===== src/rtl/pwm_cmd_scheduler_if.sv =====
// Command handshake from the UART register mapper (master) into the PWM command scheduler (slave).
interface pwm_cmd_scheduler_if;
    logic        cmd_valid;
    logic        cmd_ready;
    logic [7:0]  cmd_ch;
    logic [7:0]  cmd_duty;
    logic [7:0]  cmd_pulse_num;
    logic [16:0] cmd_dessert;

    modport master (output cmd_valid, cmd_ch, cmd_duty, cmd_pulse_num, cmd_dessert,
                    input  cmd_ready);
    modport slave  (input  cmd_valid, cmd_ch, cmd_duty, cmd_pulse_num, cmd_dessert,
                    output cmd_ready);
endinterface


===== src/rtl/pwm_cmd_scheduler.sv =====
// In-order PWM command FIFO and single-bus dispatcher with load acknowledge supervision.
// Optional macro PWM_SCHED_WAIT_TIMEOUT_EN drops a head command that waits too long on a busy channel.
module pwm_cmd_scheduler #(
    parameter int NUM_CHANNELS = 6,
    parameter int FIFO_DEPTH   = 4,
    parameter int ACK_TIMEOUT  = 16,
    parameter int WAIT_TIMEOUT = 65535
) (
    input  logic                          sys_clk,
    input  logic                          sys_rst,
    pwm_cmd_scheduler_if.slave            cmd,
    input  logic [NUM_CHANNELS-1:0]       ch_busy,
    output logic [NUM_CHANNELS-1:0]       ch_start,
    output logic [7:0]                    ch_duty,
    output logic [7:0]                    ch_pulse_num,
    output logic [16:0]                   ch_dessert,
    output logic                          err_bad_ch,
    output logic                          err_no_ack,
    output logic                          err_wait_to,
    output logic [$clog2(FIFO_DEPTH):0]   fifo_level,
    output logic [15:0]                   dispatch_cnt,
    output logic                          sched_busy
);
    localparam int AW = $clog2(FIFO_DEPTH);

    typedef logic [AW:0] level_t;
    localparam level_t FULL_LEVEL = level_t'(FIFO_DEPTH);

    typedef struct packed {
        logic [7:0]  ch;
        logic [7:0]  duty;
        logic [7:0]  pulse_num;
        logic [16:0] dessert;
    } cmd_t;

    typedef enum logic [1:0] {IDLE, CHECK, LOAD, ACK} state_t;

    cmd_t                    mem [FIFO_DEPTH];
    cmd_t                    head;
    logic [AW-1:0]           wr_ptr;
    logic [AW-1:0]           rd_ptr;
    logic                    rst_done;
    logic                    full;
    logic                    empty;
    logic                    push;
    logic                    pop;
    state_t                  state;
    logic [7:0]              cur_ch;
    logic                    bad_ch;
    logic                    sel_busy;
    logic [NUM_CHANNELS-1:0] sel_onehot;
    logic [15:0]             ack_cnt;
    logic                    wait_expired;

    assign head  = mem[rd_ptr];
    assign full  = (fifo_level == FULL_LEVEL);
    assign empty = (fifo_level == '0);

    // Ready is held low until the first edge after reset release.
    assign cmd.cmd_ready = rst_done & ~full;
    assign push          = cmd.cmd_valid & cmd.cmd_ready;
    assign pop           = (state == LOAD) || ((state == CHECK) && bad_ch) || wait_expired;
    assign sched_busy    = (state != IDLE) || !empty;
    assign bad_ch        = (cur_ch >= 8'(NUM_CHANNELS));

    // NOTE: every always_comb output gets a default first so no latch is inferred.
    always_comb begin
        sel_busy   = 1'b0;
        sel_onehot = '0;
        for (int i = 0; i < NUM_CHANNELS; i++) begin
            if (cur_ch == 8'(i)) begin
                sel_busy      = ch_busy[i];
                sel_onehot[i] = 1'b1;
            end
        end
    end

    // NOTE: sequential state uses non-blocking assignments so all flops update from pre-edge values.
    always_ff @(posedge sys_clk or posedge sys_rst) begin
        if (sys_rst) begin
            wr_ptr     <= '0;
            rd_ptr     <= '0;
            fifo_level <= '0;
            rst_done   <= 1'b0;
        end else begin
            rst_done <= 1'b1;
            if (push) wr_ptr <= wr_ptr + 1'b1;
            if (pop)  rd_ptr <= rd_ptr + 1'b1;
            case ({push, pop})
                2'b10:   fifo_level <= fifo_level + 1'b1;
                2'b01:   fifo_level <= fifo_level - 1'b1;
                default: fifo_level <= fifo_level;
            endcase
        end
    end

    // NOTE: FIFO storage is not reset; the pointers and level alone decide what is valid.
    always_ff @(posedge sys_clk) begin
        if (push) begin
            mem[wr_ptr] <= '{ch: cmd.cmd_ch, duty: cmd.cmd_duty,
                             pulse_num: cmd.cmd_pulse_num, dessert: cmd.cmd_dessert};
        end
    end

`ifdef PWM_SCHED_WAIT_TIMEOUT_EN
    logic [15:0] wait_cnt;

    assign wait_expired = (state == CHECK) && !bad_ch && sel_busy &&
                          (wait_cnt == 16'(WAIT_TIMEOUT - 1));

    always_ff @(posedge sys_clk or posedge sys_rst) begin
        if (sys_rst) begin
            wait_cnt    <= '0;
            err_wait_to <= 1'b0;
        end else begin
            err_wait_to <= wait_expired;
            if (state == IDLE && !empty)
                wait_cnt <= '0;
            else if (state == CHECK && sel_busy)
                wait_cnt <= wait_cnt + 1'b1;
        end
    end
`else
    assign wait_expired = 1'b0;
    assign err_wait_to  = 1'b0;
`endif

    always_ff @(posedge sys_clk or posedge sys_rst) begin
        if (sys_rst) begin
            state        <= IDLE;
            cur_ch       <= '0;
            ch_duty      <= '0;
            ch_pulse_num <= '0;
            ch_dessert   <= '0;
            ch_start     <= '0;
            err_bad_ch   <= 1'b0;
            err_no_ack   <= 1'b0;
            dispatch_cnt <= '0;
            ack_cnt      <= '0;
        end else begin
            ch_start   <= '0;
            err_bad_ch <= 1'b0;
            err_no_ack <= 1'b0;
            case (state)
                IDLE: begin
                    if (!empty) begin
                        cur_ch       <= head.ch;
                        ch_duty      <= head.duty;
                        ch_pulse_num <= head.pulse_num;
                        ch_dessert   <= head.dessert;
                        state        <= CHECK;
                    end
                end
                CHECK: begin
                    if (bad_ch) begin
                        err_bad_ch <= 1'b1;
                        state      <= IDLE;
                    end else if (wait_expired) begin
                        state <= IDLE;
                    end else if (!sel_busy) begin
                        state <= LOAD;
                    end
                end
                LOAD: begin
                    ch_start <= sel_onehot;
                    ack_cnt  <= '0;
                    state    <= ACK;
                end
                ACK: begin
                    // Acceptance wins over a timeout landing on the same edge.
                    if (sel_busy) begin
                        dispatch_cnt <= dispatch_cnt + 1'b1;
                        state        <= IDLE;
                    end else if (ack_cnt == 16'(ACK_TIMEOUT - 1)) begin
                        err_no_ack <= 1'b1;
                        state      <= IDLE;
                    end else begin
                        ack_cnt <= ack_cnt + 1'b1;
                    end
                end
                default: state <= IDLE;
            endcase
        end
    end
endmodule


===== src/flat_wrapper.sv =====
// flat-port wrapper written by rule: the top's interface ports become plain ports
module pwm_cmd_scheduler_flat 
#(
    parameter int NUM_CHANNELS = 6,
    parameter int FIFO_DEPTH   = 4,
    parameter int ACK_TIMEOUT  = 16,
    parameter int WAIT_TIMEOUT = 65535
)
  (sys_clk, sys_rst, ch_busy, ch_start, ch_duty, ch_pulse_num, ch_dessert, err_bad_ch, err_no_ack, err_wait_to, fifo_level, dispatch_cnt, sched_busy, cmd_cmd_valid, cmd_cmd_ch, cmd_cmd_duty, cmd_cmd_pulse_num, cmd_cmd_dessert, cmd_cmd_ready);
  pwm_cmd_scheduler_if cmd_i ();
  input  logic sys_clk;
  input  logic sys_rst;
  input  logic [NUM_CHANNELS-1:0] ch_busy;
  output logic [NUM_CHANNELS-1:0] ch_start;
  output logic [7:0] ch_duty;
  output logic [7:0] ch_pulse_num;
  output logic [16:0] ch_dessert;
  output logic err_bad_ch;
  output logic err_no_ack;
  output logic err_wait_to;
  output logic [$clog2(FIFO_DEPTH):0] fifo_level;
  output logic [15:0] dispatch_cnt;
  output logic sched_busy;
  input wire logic [$bits(cmd_i.cmd_valid)-1:0] cmd_cmd_valid;
  input wire logic [$bits(cmd_i.cmd_ch)-1:0] cmd_cmd_ch;
  input wire logic [$bits(cmd_i.cmd_duty)-1:0] cmd_cmd_duty;
  input wire logic [$bits(cmd_i.cmd_pulse_num)-1:0] cmd_cmd_pulse_num;
  input wire logic [$bits(cmd_i.cmd_dessert)-1:0] cmd_cmd_dessert;
  output wire logic [$bits(cmd_i.cmd_ready)-1:0] cmd_cmd_ready;
  assign cmd_i.cmd_valid = cmd_cmd_valid;
  assign cmd_i.cmd_ch = cmd_cmd_ch;
  assign cmd_i.cmd_duty = cmd_cmd_duty;
  assign cmd_i.cmd_pulse_num = cmd_cmd_pulse_num;
  assign cmd_i.cmd_dessert = cmd_cmd_dessert;
  assign cmd_cmd_ready = cmd_i.cmd_ready;
  pwm_cmd_scheduler #(.NUM_CHANNELS(NUM_CHANNELS), .FIFO_DEPTH(FIFO_DEPTH), .ACK_TIMEOUT(ACK_TIMEOUT), .WAIT_TIMEOUT(WAIT_TIMEOUT)) u_core (.sys_clk(sys_clk), .sys_rst(sys_rst), .cmd(cmd_i), .ch_busy(ch_busy), .ch_start(ch_start), .ch_duty(ch_duty), .ch_pulse_num(ch_pulse_num), .ch_dessert(ch_dessert), .err_bad_ch(err_bad_ch), .err_no_ack(err_no_ack), .err_wait_to(err_wait_to), .fifo_level(fifo_level), .dispatch_cnt(dispatch_cnt), .sched_busy(sched_busy));
endmodule

===== config.mk =====
export PLATFORM = sky130hd
export DESIGN_NAME = pwm_cmd_scheduler_flat
export DESIGN_NICKNAME = d
export VERILOG_FILES = /design/src/rtl/pwm_cmd_scheduler_if.sv /design/src/rtl/pwm_cmd_scheduler.sv /design/src/flat_wrapper.sv
export SDC_FILE = /design/constraint.sdc
export NUM_CORES = 1
export LEC_CHECK = 0
export ABC_AREA = 1
export ABC_CLOCK_PERIOD_IN_PS = 8200
export BUFFER_PORTS_ARGS = -buffer_cell sky130_fd_sc_hd__buf_2
export CAP_MARGIN = 20
export CORE_MARGIN = 2
export CORE_UTILIZATION = 62
export DETAILED_ROUTE_END_ITERATION = 10
export PLACE_DENSITY = 0.84
export SLEW_MARGIN = 20
export SYNTH_ARGS = -nofsm -noshare
export SYNTH_HDL_FRONTEND = slang
export SYNTH_SLANG_ARGS = --single-unit

===== constraint.sdc =====
create_clock -name sys_clk -period 8.2 [get_ports sys_clk]
set_input_delay 1.23 -clock sys_clk [delete_from_list [all_inputs] [get_ports sys_clk]]
set_output_delay 1.23 -clock sys_clk [all_outputs]
set_load 0.02 [all_outputs]

---- Word level (Yosys, flattened, before mapping) ----
Memory sizes are Yosys's and may differ from the RTL's. A register that Yosys moved wholly into a read port is not among the register bits.
Index checks and enable logic that the tools add are counted.
word-level totals
  memory bits (writable) .................. 164
  bits in registers ....................... 50
  latch bits .............................. 0
  input bits .............................. 50
  memory bits (read-only) ................. 0
  memories ................................ 1
memories
  memory      depth  bits a word  rd ports  clocked after Yosys merged registers in  write ports  RTL line                 text
  u_core.mem  4      41           1         1                                        1            pwm_cmd_scheduler.sv:38  cmd_t mem [FIFO_DEPTH];
cells by class
  reduce and logical (&&, ||, !) cells .... 14
  eq/ne operators ......................... 17
  multiply operators ...................... 0
  shifts and indexed selects .............. 0
  mux-type cells .......................... 30
  divide/modulo/power cells ............... 0
  $add $sub $neg .......................... 6
  order comparisons ....................... 1
  bitwise gates (word level) .............. 4
operators with widths
  kind                   number
  $add 16x1->16 const B  2
  $mux 16                2
  $pmux 16 s2            1
  $mux 1                 19
  $eq 16x4->1 const B    1
  $eq 8x2->1 const B     2
  $eq 8x3->1 const B     2
  $mux 2                 5
  $eq 8x1->1 const B     1
  $ge 8x3->1 const B     1
  $logic_not 8->1        1
  $pmux 2 s4             1
  $eq 2x2->1 const B     3
  $mux 6                 1
  $ne 2x2->1 const B     3
  $pmux 3 s2             1
  $reduce_and 3->1       2
  $reduce_bool 2->1      3
  $add 2x1->2 const B    2
  $eq 2x1->1 const B     2
  $reduce_and 2->1       2
  $add 3x1->3 const B    1
  $eq 3x3->1 const B     1
  $logic_not 3->1        1
  other kinds (9)        12

---- Longest topological paths before layout ----
  word-level depth ........................ 10
  gate-level depth with buffers ........... 14
  gate-level depth less buffers ........... 12

---- Worst setup path after synthesis ----
No wires, ideal clock.
  kind .................................... register -> register
  start point ............................. reg u_core.fifo_level[0]
  end point ............................... mem u_core.mem[0][0] (netlist bit) (enable)
  path buffers ............................ 0
  data arrival time ....................... 3264 ps
  path slack .............................. 4496 ps
  stages on the path, launching flop included .. 5
  library setup time ...................... 440 ps
  period minus slack after synthesis ...... 3704 ps
  path through ............................ dfrtp_1 > nor2_1 > a21boi_0 > nand2_1 > nor2_1
on the way
  word-level cells in the longest chain between the ends .. 6
ends and longest elaborated chain
  element                       RTL line                  text
  start: declaration            pwm_cmd_scheduler.sv:20   output logic [$clog2(FIFO_DEPTH):0] fifo_level,
  start signal: assignment      pwm_cmd_scheduler.sv:90   2'b10: fifo_level <= fifo_level + 1'b1;
  start signal: assignment      pwm_cmd_scheduler.sv:91   2'b01: fifo_level <= fifo_level - 1'b1;
  start signal: assignment      pwm_cmd_scheduler.sv:92   default: fifo_level <= fifo_level;
  $eq 3x3->1                    pwm_cmd_scheduler.sv:56   assign full = (fifo_level == FULL_LEVEL);
  $not 1->1                     pwm_cmd_scheduler.sv:60   assign cmd.cmd_ready = rst_done & ~full;
  $and 1x1->1                   pwm_cmd_scheduler.sv:60
  named net cmd_cmd_ready       flat_wrapper.sv:29        output wire logic [$bits(cmd_i.cmd_ready)-1:0] cmd_cmd_ready;
  $and 1x1->1                   pwm_cmd_scheduler.sv:61   assign push = cmd.cmd_valid & cmd.cmd_ready;
  $mux 1                        pwm_cmd_scheduler.sv:99   if (push) begin
  $mux 1 (not written as such)  pwm_cmd_scheduler.sv:100  mem[wr_ptr] <= '{ch: cmd.cmd_ch, duty: cmd.cmd_duty,
  end: declaration              pwm_cmd_scheduler.sv:38
The timed path passes the listed nets, and every way through them passes these cells.

---- Worst setup path in the final report ----
  start point ............................. reg u_core.fifo_level[0]
  end point ............................... out sched_busy
on the way
  word-level cells in the longest chain between the ends .. 3
ends and longest elaborated chain
  element           RTL line                 text
  $logic_not 3->1   pwm_cmd_scheduler.sv:57  assign empty = (fifo_level == '0);
  $logic_not 1->1   pwm_cmd_scheduler.sv:63  assign sched_busy = (state != IDLE) || !empty;
  $logic_or 1x1->1  pwm_cmd_scheduler.sv:63
  end: declaration  flat_wrapper.sv:23       output logic sched_busy;
Every way passes these cells.

==> reports/metrics.yaml <==
worst_pin_slew_ps: 902
syn_to_final_growth_pct: 14.7
grt_pass1_vias: 7033
cts_resized: 0
ios: 113
relSlewSlack_pct: 39.9
final_cells: 1290
syn_area_sq_um: 10500
finalSetupTns_ps: 0
numClockSinks: 255
final-hold-violation-count: 0
grt_max_degree: 86
crit_type: "flop to output port"
path_clk_slew_ps: 60
die_y_um: 134
start_util_pct: 63.5
routed-wl-met3_um: 1570
firstDrtPassIters: 6
ant_nets: 0
cts_setup_buffers: 0
min_from: "u_core.ack_cnt[1]"
place_area_sq_um: 11200
cts_buffers: 26
r2r_start: "u_core.rd_ptr[1]"
holdBufCountCts: 0
dieArea_sq_um: 18000
cts.path.max_buffers: 3
avgRoutedWirePerCell_um: 16.7
fin_area_sq_um: 12100
n_fill_cell: 1111
io_buffer_count: 111
synth_top_area_share_pct: 46.8
worst-path-max-fanout: 4
fmax_ghz: 0.340
rows: 47
cpMaxStageDelayCell: "dfrtp_1"
startpoint_type: "flop"
yosys_warnings: 0
grt_pass1_wl_um: 35000
critical_path_required_ps: 6970
setup_viol: 0
ys_seq_elements: 255
crit_buf_inv: 2
crit_path_max_incr_delay_ps: 410
syn_inst: 949
fin_crit_ps: 2940
arrival_ps: 1710
hp-class: "flop to flop"
rsz0062_at_grt: "false"
cts_tree: "built"
drt_wl_total_um: 21600
syn_avg_cell_area_sq_um: 11.1
antenna_found_initial: 3
die_width_um: 134
powerDensity_nw_per_um2: 345
power_leakage_nw: 4.74
grt_overflow: 0
end_kind: "output port"
wl_met1_um: 8720
via_count: 7317
drc: 0
hpwl_um: 12300
cap_violations: 0
fin_worst_skew_ps: 14.3
vias_per_cell: 5.67
clock_latency_ps: 540
drtIter0Drc: 701
cts_root_buf: "clkbuf_16"
routed.top_layer: "met5"
diodes: 0
status: "complete, no violations"
drive_gt1_share_pct: 19.5
gp_congestion: 0.873
crit_path_start: "u_core.fifo_level[0]"
drv_slew: 0
nNetsFinal: 1109
path_delay_family: "simple AND/OR/NAND/NOR gates"
coreArea_sq_um: 16600
synth_nets: 1007
placedCellCount: 1243
met2WireLength_um: 10600
yosysSeqAreaShare_pct: 68.4
yosys.cell_types.count: 38
htreeDepth: 1
grt_usage_pct: 24.4
peakVddDrop_mv: 0.225
period_share_pct: 35.8
yosys.area.top_type: "edfxtp_1"
synthTopCellsByArea: "edfxtp_1 47%, dfrtp_1 22%, nor2_1 8.0%"
crit_chain: "nor2_1 > nand2_1 > nor3_1 > inv_1 > buf_2"
## logic make-up (layout without fill, tap and decap cells)
family	count (synthesis)	count (layout)	synth area share (%)
AOI/OAI and AO/OA	163	163	8.85
and+or+nand+nor	399	399	15.9
xor gates and xnor gates	21	21	1.75
other	2	2	0.0713
buffers and inverters	101	222	4.04
DFF	255	255	68.4
adders and majority gates	8	8	1.02
## area by class of cell
cell class,count,area (sq um),share of cell area (%)
Clock buffer,27,654,5.42
Clock inverter,20,179,1.48
Inverter,56,215,1.78
Multi-Input combinational cell,593,2930,24.3
Sequential cell,255,7200,59.7
Tap cell,220,275,2.28
Timing Repair Buffer,119,616,5.10
## state kept, by name (all words and copies together) (netlist names), 2 cells and up, named ones only
register,flops
u_core.mem,164
u_core.rd_ptr,2
u_core.ack_cnt,16
u_core.ch_dessert,17
u_core.fifo_level,3
u_core.ch_pulse_num,8
u_core.wr_ptr,2
u_core.cur_ch,8
u_core.dispatch_cnt,16
u_core.ch_duty,8
u_core.ch_start,6
## report_power, final
group	total [W]	leakage (nW)	switching, W	internal (W)
Clock	0.00114	0.409	0.000491	0.000647
Sequential	0.00177	2.60	0.000154	0.00161
Combinational	0.00126	1.73	0.000884	0.000378
## worst register-to-register path: stages (launching register included)
cell,delay [ps]
dfrtp_2,940
inv_1,620
buf_4,410
o21ai_0,160
o22ai_1,130
nand2_1,70
o21ai_0,80
## routing by layer
| layer | vias up | GRT usage, % |
|---|---|---|
| li1 | 3446 | - |
| met1 | 3520 | 33.1 |
| met2 | 292 | 40.3 |
| met3 | 53 | 4.46 |
| met4 | 6 | 8.83 |
| met5 | - | 0 |
## synth_stat cells
library cell,n
nand2_2,4
buf_6,5
o211ai_1,1
clkinv_1,1
and3_1,1
a31oi_1,37
xnor2_1,4
clkbuf_1,31
nand4_1,6
or2_2,10
or2_0,1
nor2_1,225
nor2_2,2
conb_1,2
buf_1,6
buf_2,1
edfxtp_1,164
o21ai_1,4
xor2_1,17
inv_1,53
and2_1,1
ha_1,7
nor4_1,10
nand2_1,97
a21oi_1,4
nand4_4,1
nand3_1,26
o21ai_0,96
o21ai_2,16
nor3_2,1
inv_2,2
nand2_4,2
o22ai_1,4
a21boi_0,1
nor3_1,12
dfrtp_1,91
fa_1,1
buf_4,2
## through the flow
stage	hold slack, ps	setup WS (ps)	utilization [%]	total power, W
after detailed placement	509	5210	67.8	0.00303
after global placement	499	5290	67.8	0.00297
after CTS	523	5260	72.8	0.00419
after global routing	544	5160	72.8	0.00440
final	529	5260	72.8	0.00417
after floorplan	487	4500	-	0.00267
## placed cells by master, fill, tap and decap left out, drive strengths merged, types with 2 or more instances in the layout
cell      count
conb          2
a31oi        37
inv          56
nand3        26
bufinv        2
a21oi         4
buf         119
xnor2         4
edfxtp      164
nor2        227
or2          11
clkinvlp      3
dfrtp        91
o22ai         4
nor3         13
ha            7
clkbuf       27
o21ai       116
xor2         17
clkinv       15
nand2       103
nor4         10
nand4         7
## path summary, 6_finish.rpt
path                                             end  slack [ps]  depth (start not counted)
worst max-delay path                      sched_busy        5260                          5
worst min-delay path               u_core.ack_cnt[1]         530                          2
worst max register to register      u_core.cur_ch[0]        5650                          6
worst min register to register     u_core.ack_cnt[1]         530                          2
max in group asynchronous           u_core.rd_ptr[0]        6270                          3
min in group asynchronous       u_core.ch_dessert[3]         660                          2
Power figures use the tool's default switching activity.
